--- config.mk ---
export PLATFORM = sky130hd
export DESIGN_NAME = stack_seq
export DESIGN_NICKNAME = d
export VERILOG_FILES = /design/src/rtl/stack_pkg.sv /design/src/rtl/stack_seq_sp_reg.sv /design/src/rtl/stack_seq.sv
export SDC_FILE = /design/constraint.sdc
export NUM_CORES = 1
export LEC_CHECK = 0
export BUFFER_PORTS_ARGS = -buffer_cell sky130_fd_sc_hd__buf_2
export CAP_MARGIN = 10
export CORE_ASPECT_RATIO = 1.1
export CORE_UTILIZATION = 26
export CTS_BUF_LIST = sky130_fd_sc_hd__clkbuf_2
export DETAILED_ROUTE_END_ITERATION = 7
export PLACE_DENSITY = 0.55
export SLEW_MARGIN = 5
export SYNTH_ARGS = -nofsm -noshare
export SYNTH_HDL_FRONTEND = slang
export SYNTH_SLANG_ARGS = --single-unit
--- constraint.sdc ---
create_clock -name ph2 -period 1.8 [get_ports ph2]
set_input_delay 0.36 -clock ph2 [delete_from_list [all_inputs] [get_ports ph2]]
set_output_delay 0.36 -clock ph2 [all_outputs]
set_load 0.02 [all_outputs]
--- src/rtl/stack_pkg.sv ---
// rtl/stack_pkg.sv - shared types and constants for the 6502-style stack sequencer
package stack_pkg;

  typedef enum logic [2:0] {
    OP_JSR = 3'd0,
    OP_RTS = 3'd1,
    OP_BRK = 3'd2,
    OP_IRQ = 3'd3,
    OP_RTI = 3'd4
  } stack_op_t;

  typedef enum logic [3:0] {
    ST_IDLE,
    ST_PUSH_HI,
    ST_PUSH_LO,
    ST_PUSH_P,
    ST_PULL_A,
    ST_PULL_B,
    ST_PULL_C,
    ST_CAPTURE,
    ST_DONE
  } state_t;

  localparam logic [7:0] STACK_PAGE = 8'h01;
  localparam logic [7:0] SP_RESET   = 8'hFF;
  localparam logic [7:0] P_BIT5     = 8'h20;
  localparam logic [7:0] P_BREAK    = 8'h10;

  function automatic logic op_legal(input logic [2:0] op);
    return op <= 3'd4;
  endfunction

endpackage

--- src/rtl/stack_seq_sp_reg.sv ---
// rtl/stack_seq_sp_reg.sv - 8-bit stack pointer with load, increment and decrement
module sp_reg
  import stack_pkg::*;
(
  input  logic       clk_i,
  input  logic       reset_i,
  input  logic       load_i,
  input  logic [7:0] load_data_i,
  input  logic       inc_i,
  input  logic       dec_i,
  output logic [7:0] sp_o
);

  logic [7:0] sp_q, sp_d;

  always_comb begin
    sp_d = sp_q;
    if (load_i)     sp_d = load_data_i;
    else if (inc_i) sp_d = sp_q + 8'd1;
    else if (dec_i) sp_d = sp_q - 8'd1;
  end

  always_ff @(posedge clk_i) begin
    if (reset_i) sp_q <= SP_RESET;
    else         sp_q <= sp_d;
  end

  assign sp_o = sp_q;

endmodule

--- src/rtl/stack_seq.sv ---
// rtl/stack_seq.sv - push/pull sequencer for JSR, RTS, BRK, IRQ and RTI
module stack_seq
  import stack_pkg::*;
(
  input  logic        ph2,
  input  logic        reset,
  input  logic        start,
  input  logic [2:0]  op,
  input  logic [15:0] pc_in,
  input  logic [7:0]  p_in,
  input  logic        sp_we,
  input  logic [7:0]  sp_wdata,
  input  logic [7:0]  mem_rdata,
  output logic [15:0] mem_addr,
  output logic [7:0]  mem_wdata,
  output logic        mem_we,
  output logic        mem_re,
  output logic        busy,
  output logic        done,
  output logic [15:0] pc_out,
  output logic [7:0]  p_out,
  output logic [7:0]  sp_out
);

  state_t     state_q, state_d;
  stack_op_t  op_q;
  logic [15:0] pc_q;
  logic [7:0]  p_q;
  logic [7:0]  pcl_q, praw_q;
  logic [15:0] pc_out_q;
  logic [7:0]  p_out_q;
  logic [7:0]  sp, sp_plus1, push_p;
  logic        accept, sp_load, sp_inc, sp_dec;

  assign accept   = (state_q == ST_IDLE) && start && op_legal(op);
  assign sp_plus1 = sp + 8'd1;
  assign push_p   = (op_q == OP_BRK) ? (p_q | P_BIT5 | P_BREAK)
                                     : ((p_q | P_BIT5) & ~P_BREAK);

  sp_reg u_sp_reg (
    .clk_i       (ph2),
    .reset_i     (reset),
    .load_i      (sp_load),
    .load_data_i (sp_wdata),
    .inc_i       (sp_inc),
    .dec_i       (sp_dec),
    .sp_o        (sp)
  );

  always_comb begin
    state_d   = state_q;
    mem_we    = 1'b0;
    mem_re    = 1'b0;
    mem_wdata = 8'h00;
    mem_addr  = {STACK_PAGE, sp};
    sp_load   = 1'b0;
    sp_inc    = 1'b0;
    sp_dec    = 1'b0;
    case (state_q)
      ST_IDLE: begin
        if (accept) begin
          state_d = ((op == OP_RTS) || (op == OP_RTI)) ? ST_PULL_A : ST_PUSH_HI;
        end else if (sp_we) begin
          sp_load = 1'b1;
        end
      end
      ST_PUSH_HI: begin
        mem_we    = 1'b1;
        mem_wdata = pc_q[15:8];
        sp_dec    = 1'b1;
        state_d   = ST_PUSH_LO;
      end
      ST_PUSH_LO: begin
        mem_we    = 1'b1;
        mem_wdata = pc_q[7:0];
        sp_dec    = 1'b1;
        state_d   = (op_q == OP_JSR) ? ST_DONE : ST_PUSH_P;
      end
      ST_PUSH_P: begin
        mem_we    = 1'b1;
        mem_wdata = push_p;
        sp_dec    = 1'b1;
        state_d   = ST_DONE;
      end
      // Pulls pre-increment: address the byte above SP, then move SP onto it.
      ST_PULL_A: begin
        mem_re   = 1'b1;
        mem_addr = {STACK_PAGE, sp_plus1};
        sp_inc   = 1'b1;
        state_d  = ST_PULL_B;
      end
      ST_PULL_B: begin
        mem_re   = 1'b1;
        mem_addr = {STACK_PAGE, sp_plus1};
        sp_inc   = 1'b1;
        state_d  = (op_q == OP_RTI) ? ST_PULL_C : ST_CAPTURE;
      end
      ST_PULL_C: begin
        mem_re   = 1'b1;
        mem_addr = {STACK_PAGE, sp_plus1};
        sp_inc   = 1'b1;
        state_d  = ST_CAPTURE;
      end
      ST_CAPTURE: state_d = ST_DONE;
      ST_DONE:    state_d = ST_IDLE;
      default:    state_d = ST_IDLE;
    endcase
  end

  always_ff @(posedge ph2) begin
    if (reset) begin
      state_q  <= ST_IDLE;
      op_q     <= OP_JSR;
      pc_q     <= 16'h0000;
      p_q      <= 8'h00;
      pcl_q    <= 8'h00;
      praw_q   <= 8'h00;
      pc_out_q <= 16'h0000;
      p_out_q  <= P_BIT5;
    end else begin
      state_q <= state_d;
      if (accept) begin
        op_q <= stack_op_t'(op);
        pc_q <= pc_in;
        p_q  <= p_in;
      end
      // Read data lags the strobe by a cycle, so each byte lands one state later.
      case (state_q)
        ST_PULL_B: begin
          if (op_q == OP_RTS) pcl_q <= mem_rdata;
          else                praw_q <= mem_rdata;
        end
        ST_PULL_C: pcl_q <= mem_rdata;
        ST_CAPTURE: begin
          if (op_q == OP_RTS) begin
            pc_out_q <= {mem_rdata, pcl_q} + 16'd1;
          end else begin
            pc_out_q <= {mem_rdata, pcl_q};
            p_out_q  <= {praw_q[7:6], 2'b10, praw_q[3:0]};
          end
        end
        default: ;
      endcase
    end
  end

  assign busy   = (state_q != ST_IDLE);
  assign done   = (state_q == ST_DONE);
  assign pc_out = pc_out_q;
  assign p_out  = p_out_q;
  assign sp_out = sp;

endmodule

**Word level (Yosys, flattened, before mapping)**

Index checks and enable logic that the tools add are counted.

- $add $sub $neg: 3
- Order comparisons: 1
- Equality and inequality tests: 15
- Mux-type cells: 19
- Bitwise operators: 1
- Reduce and logical (&&, ||, !) cells: 14

Operators with widths:

| operator | number |
|---|---|
| 8-bit 2-to-1 mux | 5 |
| 4-bit one-hot mux with 7 select lines | 1 |
| 8-bit one-hot mux with 3 select lines | 1 |
| 16-bit by 1-bit adder with 16-bit output (second input constant) | 1 |
| 4-bit by 3-bit equality test with 1-bit output (second input constant) | 4 |
| 16-bit 2-to-1 mux | 1 |
| 8-bit one-hot mux with 2 select lines | 1 |
| 8-bit by 1-bit adder with 8-bit output (second input constant) | 1 |
| 4-bit by 2-bit equality test with 1-bit output (second input constant) | 2 |
| 4-bit 2-to-1 mux | 2 |
| 8-bit by 1-bit subtractor with 8-bit output (second input constant) | 1 |
| 3-bit by 1-bit equality test with 1-bit output (second input constant) | 2 |
| 3-bit equality test (second input constant) | 2 |
| 1-bit 2-to-1 mux | 6 |
| 2-bit AND reduction | 3 |
| 3-bit OR reduction | 2 |
| 5-bit 2-to-1 mux | 1 |
| 4-bit by 1-bit equality test with 1-bit output (second input constant) | 1 |
| 4-bit equality test (second input constant) | 1 |
| 4-bit zero test | 1 |
| 2-bit != test (second input constant) | 2 |
| 4-bit nonzero test | 1 |
| 3-bit by 2-bit equality test with 1-bit output (second input constant) | 1 |
| 3-bit less-or-equal comparator (second input constant) | 1 |
| 8 further kinds | 9 |

- Flip-flop bits (word level): 77
- Input bits: 47
- Output and inout port bits: 60
- Word-level logic and storage cells: 62

**Logic depth before layout (Yosys ltp)**

Gate-level depths: netlist (run 1).

- Word-level depth: 6
- Mapped depth: 9

**By module**

From an unflattened synthesis (run 1), not the netlist that was laid out.

- Cell total of the unflattened synthesis: 436
- Area total of the unflattened synthesis: 3861.2 sq um

Modules (own cells, without submodules):

| module | times used | cells each | area an instance (sq um) | seq. area each (sq um) |
|---|---|---|---|---|
| stack_seq | 1 | 358 | 3220.6 | 1301.2 |
| sp_reg | 1 | 78 | 640.6 | 160.2 |

**Worst setup path before layout (run 1)**

Ideal clock, no wire load.

- Path kind: flip-flop to output port
- Start point: register state_q[1]
- End point: output mem_addr[3]
- Arrival time: 1.506 ns
- Setup slack: -0.066 ns
- Stages on the path, launching flop included: 6
- Buffers on the path: 2
- Cells stage by stage: dfxtp_1 buf_2 and2_1 buf_2 nor4b_1 xor2_1

- Cells in the longest elaborated chain, start to end: 3
- Elaborated cells between the ends (all ways): 5
- Those cells by class: 3 x eq/ne; 1 x mux; 1 x reduce/logical

Ends and longest elaborated chain:

| element | line | source |
|---|---|---|
| start, declared | stack_seq.sv:25 | `state_t state_q, state_d;` |
| start signal, assigned | stack_seq.sv:121 | `state_q <= state_d;` |
| 4-bit by 3-bit equality test with 1-bit output | stack_seq.sv:59 | `case (state_q)` |
| 3-bit OR reduction (no line) * | n/a |  |
| 8-bit 2-to-1 mux * | stack_seq.sv:59 |  |
| end, declared | stack_seq.sv:14 | `output logic [15:0] mem_addr,` |

Every way passes the cells marked *; elsewhere a longest branch is shown, timed or not.

**Worst setup path in the final report (run 1)**

- Start point: register u_sp_reg.sp_q[0], in the netlist u_sp_reg.sp_o[0]
- End point: output mem_addr[5]

- Cells in the longest elaborated chain, start to end: 2

Ends and longest elaborated chain:

| element | line | source |
|---|---|---|
| start, declared | stack_seq_sp_reg.sv:14 | `logic [7:0] sp_q, sp_d;` |
| start signal, assigned | stack_seq_sp_reg.sv:25 | `else sp_q <= sp_d;` |
| 8-bit by 1-bit adder with 8-bit output | stack_seq.sv:36 | `assign sp_plus1 = sp + 8'd1;` |
| 8-bit 2-to-1 mux | stack_seq.sv:59 |  |

Every way passes these cells.

==> results of run 1 <==
==> cells by family (layout without fill, tap and decap cells) <==
group,count (synthesis),count (layout),synth area share
buf+inv,52,219,0.0715
fa+ha+maj,4,4,0.0134
other cells,2,11,0.00202
flops,73,73,0.392
xor+xnor,23,23,0.0541
simple gates,177,177,0.230
compound gates,107,107,0.173
mux,23,23,0.0638
==> worst register-to-register path: stages, from the launching register on <==
cell	delay, ns
dfxtp_4	0.41
buf_6	0.11
buf_6	0.10
buf_6	0.11
nor2b_4	0.15
buf_6	0.13
buf_6	0.12
a21oi_1	0.10
a32oi_1	0.23
mux2i_1	0.23
nor3_1	0.06
==> cells in the mapped netlist (all sizes together), types with 3 or more instances <==
| cell | instances |
|---|---|
| a211oi | 10 |
| a21oi | 49 |
| a22oi | 7 |
| and4 | 4 |
| buf | 25 |
| clkbuf | 18 |
| dfxtp | 73 |
| ha | 4 |
| inv | 9 |
| mux2 | 6 |
| mux2i | 17 |
| nand2 | 70 |
| nand3 | 11 |
| nand4 | 6 |
| nor2 | 40 |
| nor2b | 3 |
| nor3 | 18 |
| nor3b | 4 |
| nor4 | 4 |
| nor4b | 3 |
| o21ai | 24 |
| o31ai | 3 |
| or3 | 3 |
| or4 | 3 |
| xnor2 | 7 |
| xor2 | 16 |
==> area by class of cell <==
type | instances | area, um2
inverter | 9 | 33.8
timing repair buffer | 194 | 1540
sequential | 73 | 1480
tap | 188 | 235
clock inverter | 6 | 58.8
antenna | 1 | 2.50
clock buffer | 10 | 50.0
multi-input combinational | 344 | 2400
fill | 1403 | 8100
==> where the power goes <==
| part | total (W) | internal [W] | switching [W] | leakage (nW) |
|---|---|---|---|---|
| combinational | 0.00228 | 0.00111 | 0.00117 | 1.72 |
| clock | 0.000926 | 0.000320 | 0.000606 | 0.0754 |
| sequential | 0.00190 | 0.00175 | 0.000149 | 0.595 |
==> registers in the layout (all words and copies together) (netlist names) <==
name and cells:
op_q 3, p_out 6, p_q 6, pc_out 16, pc_q 16, pcl_q 8, praw_q 6, state_q 4
u_sp_reg.sp_o 8
==> timing repair <==
item                                   in CTS  in global routing
endpoints found under the hold margin      30                  0
setup endpoints to repair                  27                 35
hold buffers                               30                  0
gates resized for setup                    98                 41
buffers inserted                           17                 12
pin swaps                                  14                 18
gates cloned                                2                  1
==> worst paths after layout <==
path                      endpoint  slack (ns)  cells after the start
hold reg to reg             p_q[1]        0.47                      2
setup reg to reg  u_sp_reg.sp_o[6]       -0.02                     10
setup / recovery       mem_addr[5]       -0.45                      5
hold / removal            pcl_q[7]        0.06                      3
==> through the flow <==
| stage | worst slack, ns | hold slack [ns] | cells | power, W |
|---|---|---|---|---|
| CTS | -0.472 | 0.000454 | 811 | 0.00488 |
| global route | -0.556 | 0.00882 | 825 | 0.00542 |
| detailed placement | -0.00257 | 0.447 | 748 | 0.00341 |
| floorplan | 0.00175 | 0.433 | 469 | 0.00285 |
| finish | -0.450 | 0.0605 | 825 | 0.00511 |
| global placement | 0.0109 | 0.440 | 748 | 0.00339 |
==> per-layer routing <==
| layer | share of wire | global-route usage |
|---|---|---|
| met1 | 0.45 | 0.192 |
| met2 | 0.49 | 0.266 |
| met3 | 0.040 | 0.0299 |
| met4 | 0.020 | 0.0649 |
| met5 | 0 | 0 |
==> impl_metrics.csv, run 1 <==
group,metric,value,unit
logic_synthesis,synth_top_cell_area_share,0.392,
power,power_density,879,mW/mm2
final_layout,syn_to_final_growth,55.9,%
logic_synthesis,synth_edf_count,0,
floorplanning,fp.dieArea,0.0148,mm2
detailed_routing,totalWireLength,11600,um
worst_setup_path,cpPeakStageDelay,0.45,ns
logic_synthesis,ys_ff_latch,73,
clock_tree,clk_latency,0.56,ns
grt,track_usage,0.157,
detailed_routing,first_pass_iters,4,
logic_synthesis,synthDistinctLibCells,52,
grt,grt_max_degree,36,
floorplanning,core_area,0.0139,mm2
detailed_routing,num_vias,3857,
floorplanning,fp-row-count,45,
worst_setup_path,timing.critical_path.buf_inv,2,
final_layout,final_cell_mix,"buf_2 (76), nand2_1 (69), dfxtp_1 (66), buf_4 (59), a21oi_1 (47)",
detailed_routing,first_iter_violations,197,
timing,max_freq,0.444,GHz
detailed_routing,wl_per_cell,14.1,um
final_layout,nets,682,
detailed_routing,ant_nets,0,
logic_synthesis,yosys_warnings,0,
timing,post-route-period-util,1.25,
worst_setup_path,crit_start,"u_sp_reg.sp_o[0]",
detailed_routing,vias_per_cell,4.68,
grt,grt_pass1_wl,18000,um
run,drv_cap,0,
timing,finalSetupViolations,21,
worst_setup_path,crit_family,"simple AND/OR/NAND/NOR gates",
power,p_leak,2.39,nW
logic_synthesis,synth.avg_cell_area,8.08,um2
hold_path,min-delay-start,"mem_rdata[7]",
outcome,status,"finished, violations left",
worst_setup_path,crit_path_end_kind,"output pin",
place,placed_cell_area,0.00459,mm2
floorplanning,die_width,116,um
clock_tree,htreeDepth,3,
timing,fin_tns_setup,-7.11,ns
outcome,violations,"negative setup slack",
grt,grt_pass1_vias,3682,
logic_synthesis,synth_ff_type,"dfxtp_1",
clock_tree,ctsRootBufferMaster,"clkbuf_2",
worst_setup_path,required,1.44,ns
logic_synthesis,synthArstFlopShare,0,
floorplanning,start_util,0.268,
place,portBuffers,94,
worst_setup_path,path_common_cell,"buf_4",
worst_setup_path,cp.arrival,1.89,ns
timing,rsz0062_at_grt,"true",
final_layout,finalInstanceArea,0.00581,mm2
place,hpwl,7450,um
worst_setup_path,slowest_stage,"dfxtp_4",
clock_tree,cts_tree,"yes",
worst_setup_path,rr_startpoint,"state_q[3]",
hold_path,hold_class,"input port to register",
clock_tree,ctsLongestPathBuffers,2,
place,place_congestion,0.827,
floorplanning,die_h,128,um
final_layout,layout-drive-gt1-share,0.387,
power,ir_worst_vdd,455,uV
final_layout,fin_util,0.418,
timing,drv_slew,0,
timing,fin_ws,-0.450,ns
logic_synthesis,yosysSeqAreaShare,0.392,
logic_synthesis,synthCells,461,
clock_tree,clkTransAtPathRegs,0.20,ns
worst_setup_path,crit_type,"register to output pin",
timing,min_period,2.25,ns
clock_tree,cts.sinks,73,
grt,overflow,0,
final_layout,mostFrequentLayoutCell,"buf_2",
worst_setup_path,path_cells,"nand2_1, nor4_2, buf_4, xnor2_2, buf_4",
grt,antenna_found_initial,1,
worst_setup_path,crit_fanout,5,
logic_synthesis,yosysTopAreaCell,"dfxtp_1",
floorplanning,ios,107,
worst_setup_path,start_kind,"register",
clock_tree,numCtsBuffers,9,
timing,skew,0.0347,ns
logic_synthesis,syn_area,0.00373,mm2
detailed_routing,route.detailed.drc,0,
timing,finalHoldViolCount,0,
logic_synthesis,synth.area.top_cells,"dfxtp_1 (39%), nand2_1 (7.1%), a21oi_1 (6.6%), mux2i_1 (4.6%), nor2_1 (4.0%)",
Note: power is estimated with default switching activity, not from simulation.
==> inputs of run 2 (changes only) <==
--- a/config.mk
+++ b/config.mk
@@ -15,4 +15,5 @@
 export SLEW_MARGIN = 5
 export SYNTH_ARGS = -nofsm -noshare
 export SYNTH_HDL_FRONTEND = slang
+export SYNTH_HIERARCHICAL = 1
 export SYNTH_SLANG_ARGS = --single-unit
==> run 2 against run 1 <==
The run still ends with negative setup slack left. Worst setup slack gained 0.043 ns. First-iteration DRC count down 46%. Final cell count shrank 1.5%. Maximum frequency up 1.9%. Wire length decreased by 1.5%. Critical path depth did not move. Flip-flop and latch count stayed put. Cell area is 7.9% higher. Area after synthesis grew 3.6%. Clock power decreased by 18%. Sequential power about the same. Largest cell class unchanged.
==> impl_metrics.csv, run 2 <==
group,metric,value,unit
outcome,status,"finished, violations left",
outcome,violations,"negative setup slack",
final_layout,mostFrequentLayoutCell,"buf_2",
power,ir_worst_vdd,655,uV
floorplanning,fp-row-count,46,
logic_synthesis,synth_common_cells,"nor2_1 (76), dfxtp_1 (73), mux2i_1 (46)",
timing,slew_headroom,0.658,
grt,antenna_found_initial,0,
logic_synthesis,syn_area,0.00386,mm2
timing,fin_ws,-0.408,ns
floorplanning,core_area,0.0144,mm2
timing,whs,0.0810,ns
run,drv_cap,0,
logic_synthesis,yosysSeqAreaShare,0.378,
grt,grt_max_degree,59,
worst_setup_path,crit_type,"register to output pin",
final_layout,fillCellCount,1407,
logic_synthesis,yosysMostFrequentCell,"nor2_1",
timing,min_period,2.21,ns
detailed_routing,first_pass_iters,4,
logic_synthesis,yosysTopAreaCell,"dfxtp_1",
floorplanning,ios,107,
worst_setup_path,r2r_cells,9,
grt,grt_pass1_vias,3669,
detailed_routing,first_iter_violations,107,
final_layout,antenna_cells,0,
worst_setup_path,start_kind,"register",
floorplanning,die_h,130,um
grt,track_usage,0.149,
clock_tree,numCtsBuffers,9,
timing,skew,0.0303,ns
clock_tree,ctsRootBufferMaster,"clkbuf_2",
clock_tree,ctsLongestPathBuffers,2,
logic_synthesis,synthArstFlopShare,0,
final_layout,fin_util,0.434,
timing,finalSetupViolations,28,
detailed_routing,totalWireLength,11400,um
final_layout,layout-drive-gt1-share,0.465,
clock_tree,clkTransAtPathRegs,0.17,ns
logic_synthesis,synthCells,436,
timing,post-route-period-util,1.23,
clock_tree,cts.sinks,73,
place,placed_cell_area,0.00503,mm2
detailed_routing,route.detailed.drc,0,
logic_synthesis,synth_ff_type,"dfxtp_1",
floorplanning,start_util,0.267,
final_layout,syn_to_final_growth,62.3,%
logic_synthesis,yosys_warnings,6,
logic_synthesis,synth.area.top_cells,"dfxtp_1 (38%), mux2i_1 (12%), nor2_1 (7.4%), xnor2_1 (3.4%), a211oi_1 (3.1%)",
clock_tree,clk_latency,0.56,ns
logic_synthesis,synth_edf_count,0,
worst_setup_path,crit_fanout,8,
detailed_routing,vias_per_cell,4.62,
place,place_congestion,0.816,
worst_setup_path,endpoint,"mem_wdata[1]",
logic_synthesis,synthDistinctLibCells,55,
grt,overflow,0,
floorplanning,fp.dieArea,0.0153,mm2
detailed_routing,num_vias,3754,
worst_setup_path,crit_path_end_kind,"output pin",
worst_setup_path,rrSetupSlack,-0.30,ns
timing,drv_slew,0,
logic_synthesis,synth_top_cell_area_share,0.378,
detailed_routing,wl_per_cell,14.1,um
place,portBuffers,94,
timing,rsz0062_at_grt,"true",
worst_setup_path,rr_startpoint,"state_q[3]",
power,power_density,870,mW/mm2
clock_tree,cts_tree,"yes",
worst_setup_path,crit_start,"state_q[0]",
timing,finalHoldViolCount,0,
grt,grt_pass1_wl,17900,um
hold_path,hold_class,"input port to register",
logic_synthesis,synth.avg_cell_area,8.86,um2
final_layout,multiInputGateArea,0.00279,mm2
place,hpwl,7940,um
clock_tree,htreeDepth,3,
final_layout,nets,672,
final_layout,ff_latch_area,0.00149,mm2
worst_setup_path,cp.arrival,1.85,ns
timing,tightest_slew,0.512,ns
final_layout,finalInstanceArea,0.00627,mm2
worst_setup_path,required,1.44,ns
place,pre_cts_ws,-0.0875,ns
timing,max_freq,0.453,GHz
final_layout,final_cell_mix,"buf_2 (74), nor2_1 (65), dfxtp_1 (59), buf_4 (57), mux2i_1 (46)",
floorplanning,die_width,118,um
worst_setup_path,r2r_end,"u_sp_reg/sp_o[4]",
detailed_routing,ant_nets,0,
power,p_leak,2.66,nW
logic_synthesis,ys_ff_latch,73,
## run 2: changes by cell type after synthesis, moves of 8 or more
cell	delta
nand2_1	-55
a21oi_1	-38
nor2_1	+36
mux2i_1	+29
o21ai_0	-16
nand2b_1	+14
nor3_1	-8
xnor2_1	+8
## run 2: worst min path at each step
stage / startpoint / cells past startpoint / slack (ns) / to
2_1_floorplan: state_q[3] / 1 / 0.44 / state_q[3]
3_3_place_gp: p_q[6] / 2 / 0.47 / p_q[6]
3_5_place_dp: p_q[2] / 2 / 0.48 / p_q[2]
4_1_cts: p_in[3] / 3 / 0.004 / p_q[3]
5_1_grt: p_in[3] / 3 / 0.01 / p_q[3]
6_report: p_in[3] / 3 / 0.08 / p_q[3]
## run 2: layout make-up
type,instances,share of cell area
Timing Repair Buffer,199,0.260
Tap cell,192,0.0383
Clock buffer,12,0.00958
Clock inverter,4,0.00319
Inverter,7,0.00539
Multi-Input combinational cell,326,0.445
Sequential cell,73,0.238
## run 2: metal layers
metal,part of all wire,up-vias,track usage
met1,0.42,1763,0.165
met3,0.051,19,0.0498
met2,0.50,93,0.263
met5,0,-,0
li1,-,1879,-
met4,0.021,0,0.0588
## run 2: report_power, final
| part | total [W] | internal [W] | switching [W] | leakage (nW) |
|---|---|---|---|---|
| combinational | 0.00279 | 0.00142 | 0.00137 | 2.00 |
| clock | 0.000761 | 0.000190 | 0.000570 | 0.0655 |
| sequential | 0.00190 | 0.00176 | 0.000142 | 0.598 |
| total | 0.00545 | 0.00337 | 0.00209 | 2.66 |
## run 2: timing repair
item / 4_1_cts / 5_1_grt
setup buffers: 12 / 11
pin swaps: 20 / 27
cloned: 2 / 1
hold buffers: 26 / 0
endpoints found under the setup margin: 28 / 32
gates resized for setup: 91 / 72
endpoints found under the hold margin: 26 / 0
## run 2: through the flow
step,total power [W],cells,setup TNS [ns]
2_1_floorplan,0.00328,444,-3.20
3_3_place_gp,0.00388,746,-0.201
3_5_place_dp,0.00392,746,-0.433
4_1_cts,0.00523,801,-9.12
5_1_grt,0.00583,813,-12.29
6_report,0.00545,813,-8.96
## run 2: kinds of logic after synthesis
kind of cell	share of synthesized area
compound gates	0.122
xor+xnor	0.0567
fa+ha+maj	0.0311
buf+inv	0.0554
flops	0.378
mux	0.140
other cells	0.00194
simple gates	0.215
## run 2: critical path: stages (launching register included)
cell     delay (ns)
dfxtp_4        0.47
buf_12         0.15
mux2_4         0.31
a22oi_2        0.18
nor2_1         0.06
buf_4          0.15
==> inputs of run 3 (changes only) <==
--- a/config.mk
+++ b/config.mk
@@ -5,7 +5,7 @@
 export SDC_FILE = /design/constraint.sdc
 export NUM_CORES = 1
 export LEC_CHECK = 0
-export BUFFER_PORTS_ARGS = -buffer_cell sky130_fd_sc_hd__buf_2
+export BUFFER_PORTS_ARGS = -buffer_cell sky130_fd_sc_hd__buf_4
 export CAP_MARGIN = 10
 export CORE_ASPECT_RATIO = 1.1
 export CORE_UTILIZATION = 26
==> constraint.sdc (replaced) <==
create_clock -name ph2 -period 1.9 [get_ports ph2]
set_input_delay 0.38 -clock ph2 [delete_from_list [all_inputs] [get_ports ph2]]
set_output_delay 0.38 -clock ph2 [all_outputs]
set_load 0.05 [all_outputs]
==> run 3 against run 2 <==
The run still ends with negative setup slack left. Largest power group unchanged. Global-route usage up 0.17 points. Clock-buffer cell count down 3. Highest routed layer unchanged. Critical path depth unchanged. Via count down 2.0%.
==> impl_metrics.csv, run 3 (synthesis results as in run 2) <==
group,metric,value,unit
worst_setup_path,start_kind,"register",
detailed_routing,ant_nets,0,
clock_tree,ctsLongestPathBuffers,2,
floorplanning,core_area,0.0144,mm2
worst_setup_path,r2r_end,"u_sp_reg/sp_o[0]",
place,place_congestion,0.780,
power,power.switching,0.00235,W
timing,finalHoldViolCount,0,
detailed_routing,first_iter_violations,209,
outcome,status,"finished, violations left",
power,power_frac_seq,0.310,
run,drv_cap,0,
worst_setup_path,r2r_cells,11,
clock_tree,cts.sinks,73,
grt,grt_pass1_vias,3687,
power,power_density,912,mW/mm2
timing,slew_headroom,0.574,
worst_setup_path,crit_start,"state_q[3]",
hold_path,min_path_cells,3,
place,portBuffers,94,
worst_setup_path,required,1.52,ns
power,clockPowerShare,0.149,
floorplanning,fp.dieArea,0.0153,mm2
grt,grt_pass1_wl,18300,um
place,placed_cell_area,0.00532,mm2
grt,antenna_found_initial,1,
clock_tree,htreeDepth,3,
worst_setup_path,crit_type,"register to output pin",
detailed_routing,route.detailed.drc,0,
detailed_routing,totalWireLength,11100,um
final_layout,final_cells,801,
floorplanning,ios,107,
timing,whs,0.0767,ns
hold_path,holdPathEnd,"p_q[2]",
detailed_routing,first_pass_iters,4,
worst_setup_path,crit_path_end_kind,"output pin",
clock_tree,cts_tree,"yes",
grt,track_usage,0.150,
outcome,violations,"negative setup slack",
place,pre_cts_ws,-0.104,ns
timing,skew,0.0307,ns
grt,grt_max_degree,62,
grt,overflow,0,
place,hpwl,7860,um
worst_setup_path,rr_startpoint,"state_q[3]",
final_layout,layout-drive-gt1-share,0.438,
final_layout,nets,660,
detailed_routing,vias_per_cell,4.59,
clock_tree,clkTransAtPathRegs,0.21,ns
place,placed_cells,741,
final_layout,finalInstanceArea,0.00628,mm2
timing,drv_slew,0,
power,intPower,0.00338,W
final_layout,mostFrequentLayoutCell,"buf_4",
hold_path,hold_class,"input port to register",
clock_tree,ctsRootBufferMaster,"clkbuf_2",
worst_setup_path,cp.arrival,1.98,ns
final_layout,syn_to_final_growth,62.5,%
timing,finalSetupViolations,30,
timing,min_period,2.36,ns
power,p_leak,2.62,nW
floorplanning,start_util,0.267,
floorplanning,die_h,130,um
timing,tightest_slew,0.640,ns
clock_tree,clk_latency,0.55,ns
timing,post-route-period-util,1.24,
power,power_frac_comb,0.540,
detailed_routing,num_vias,3679,
timing,max_freq,0.424,GHz
floorplanning,die_width,118,um
power,swShare,0.410,
floorplanning,fp-row-count,46,
worst_setup_path,rrSetupSlack,-0.41,ns
power,ir_worst_vdd,1190,uV
hold_path,min-delay-start,"p_in[2]",
worst_setup_path,crit_fanout,4,
final_layout,final_cell_mix,"buf_4 (122), nor2_1 (65), dfxtp_1 (64), mux2i_1 (46), buf_6 (32)",
detailed_routing,wl_per_cell,13.8,um
timing,rsz0062_at_grt,"true",
timing,fin_ws,-0.461,ns
final_layout,fin_util,0.434,
clock_tree,numCtsBuffers,9,
[run 3: worst max path at each step]
stage / depth (start not counted) / to / slack [ns]
after detailed placement: 6 / praw_q[7] / -0.10
after floorplan: 10 / u_sp_reg/sp_o[6] / -0.44
final: 5 / busy / -0.46
after global placement: 6 / praw_q[2] / -0.09
after global routing: 6 / mem_addr[4] / -0.58
after CTS: 6 / mem_addr[6] / -0.52
[run 3: per-stage QoR]
step                      power (W)  TNS [ns]
after floorplan             0.00356     -4.98
after global placement      0.00426    -0.774
after detailed placement    0.00430     -1.17
after CTS                   0.00563     -9.42
after global routing        0.00607    -12.89
final                       0.00572     -9.46
[run 3: power by group through the flow]
stage	Combinational [W]	Clock (W)	Sequential, W
final	0.00309	0.000855	0.00178
after global routing	0.00330	0.000968	0.00180
after CTS	0.00295	0.000908	0.00178
after detailed placement	0.00250	0	0.00180
after global placement	0.00247	0	0.00179
after floorplan	0.00154	0	0.00202
[run 3: area by class of cell]
| class | count | area (um2) |
|---|---|---|
| multi-input cells | 326 | 2720 |
| clock inverters | 6 | 60.1 |
| inverters | 7 | 28.8 |
| repair buffers | 187 | 1690 |
| flip-flops and latches | 73 | 1490 |
| diodes | 1 | 2.50 |
| well taps | 192 | 240 |
| clock buffers | 9 | 45.0 |
| fillers | 1430 | 8170 |
[run 3: worst max-delay path: stages, from the launching register on]
cell     delay [ns]
dfxtp_2        0.37
buf_4          0.12
buf_6          0.11
or4_4          0.56
buf_6          0.14
buf_12         0.14
[run 3: repair_timing]
action                                 4_1_cts  5_1_grt
gates cloned                                 1        0
pin swaps                                   22       26
resized for setup                           81       29
hold buffers                                22        0
setup endpoints to repair                   40       29
buffers inserted                            16        6
endpoints found under the hold margin       22        0
[run 3: metal layers]
metal,track usage,part of all wire
met5,0,0
met4,0.0551,0.016
met3,0.0455,0.055
met2,0.266,0.51
met1,0.171,0.42
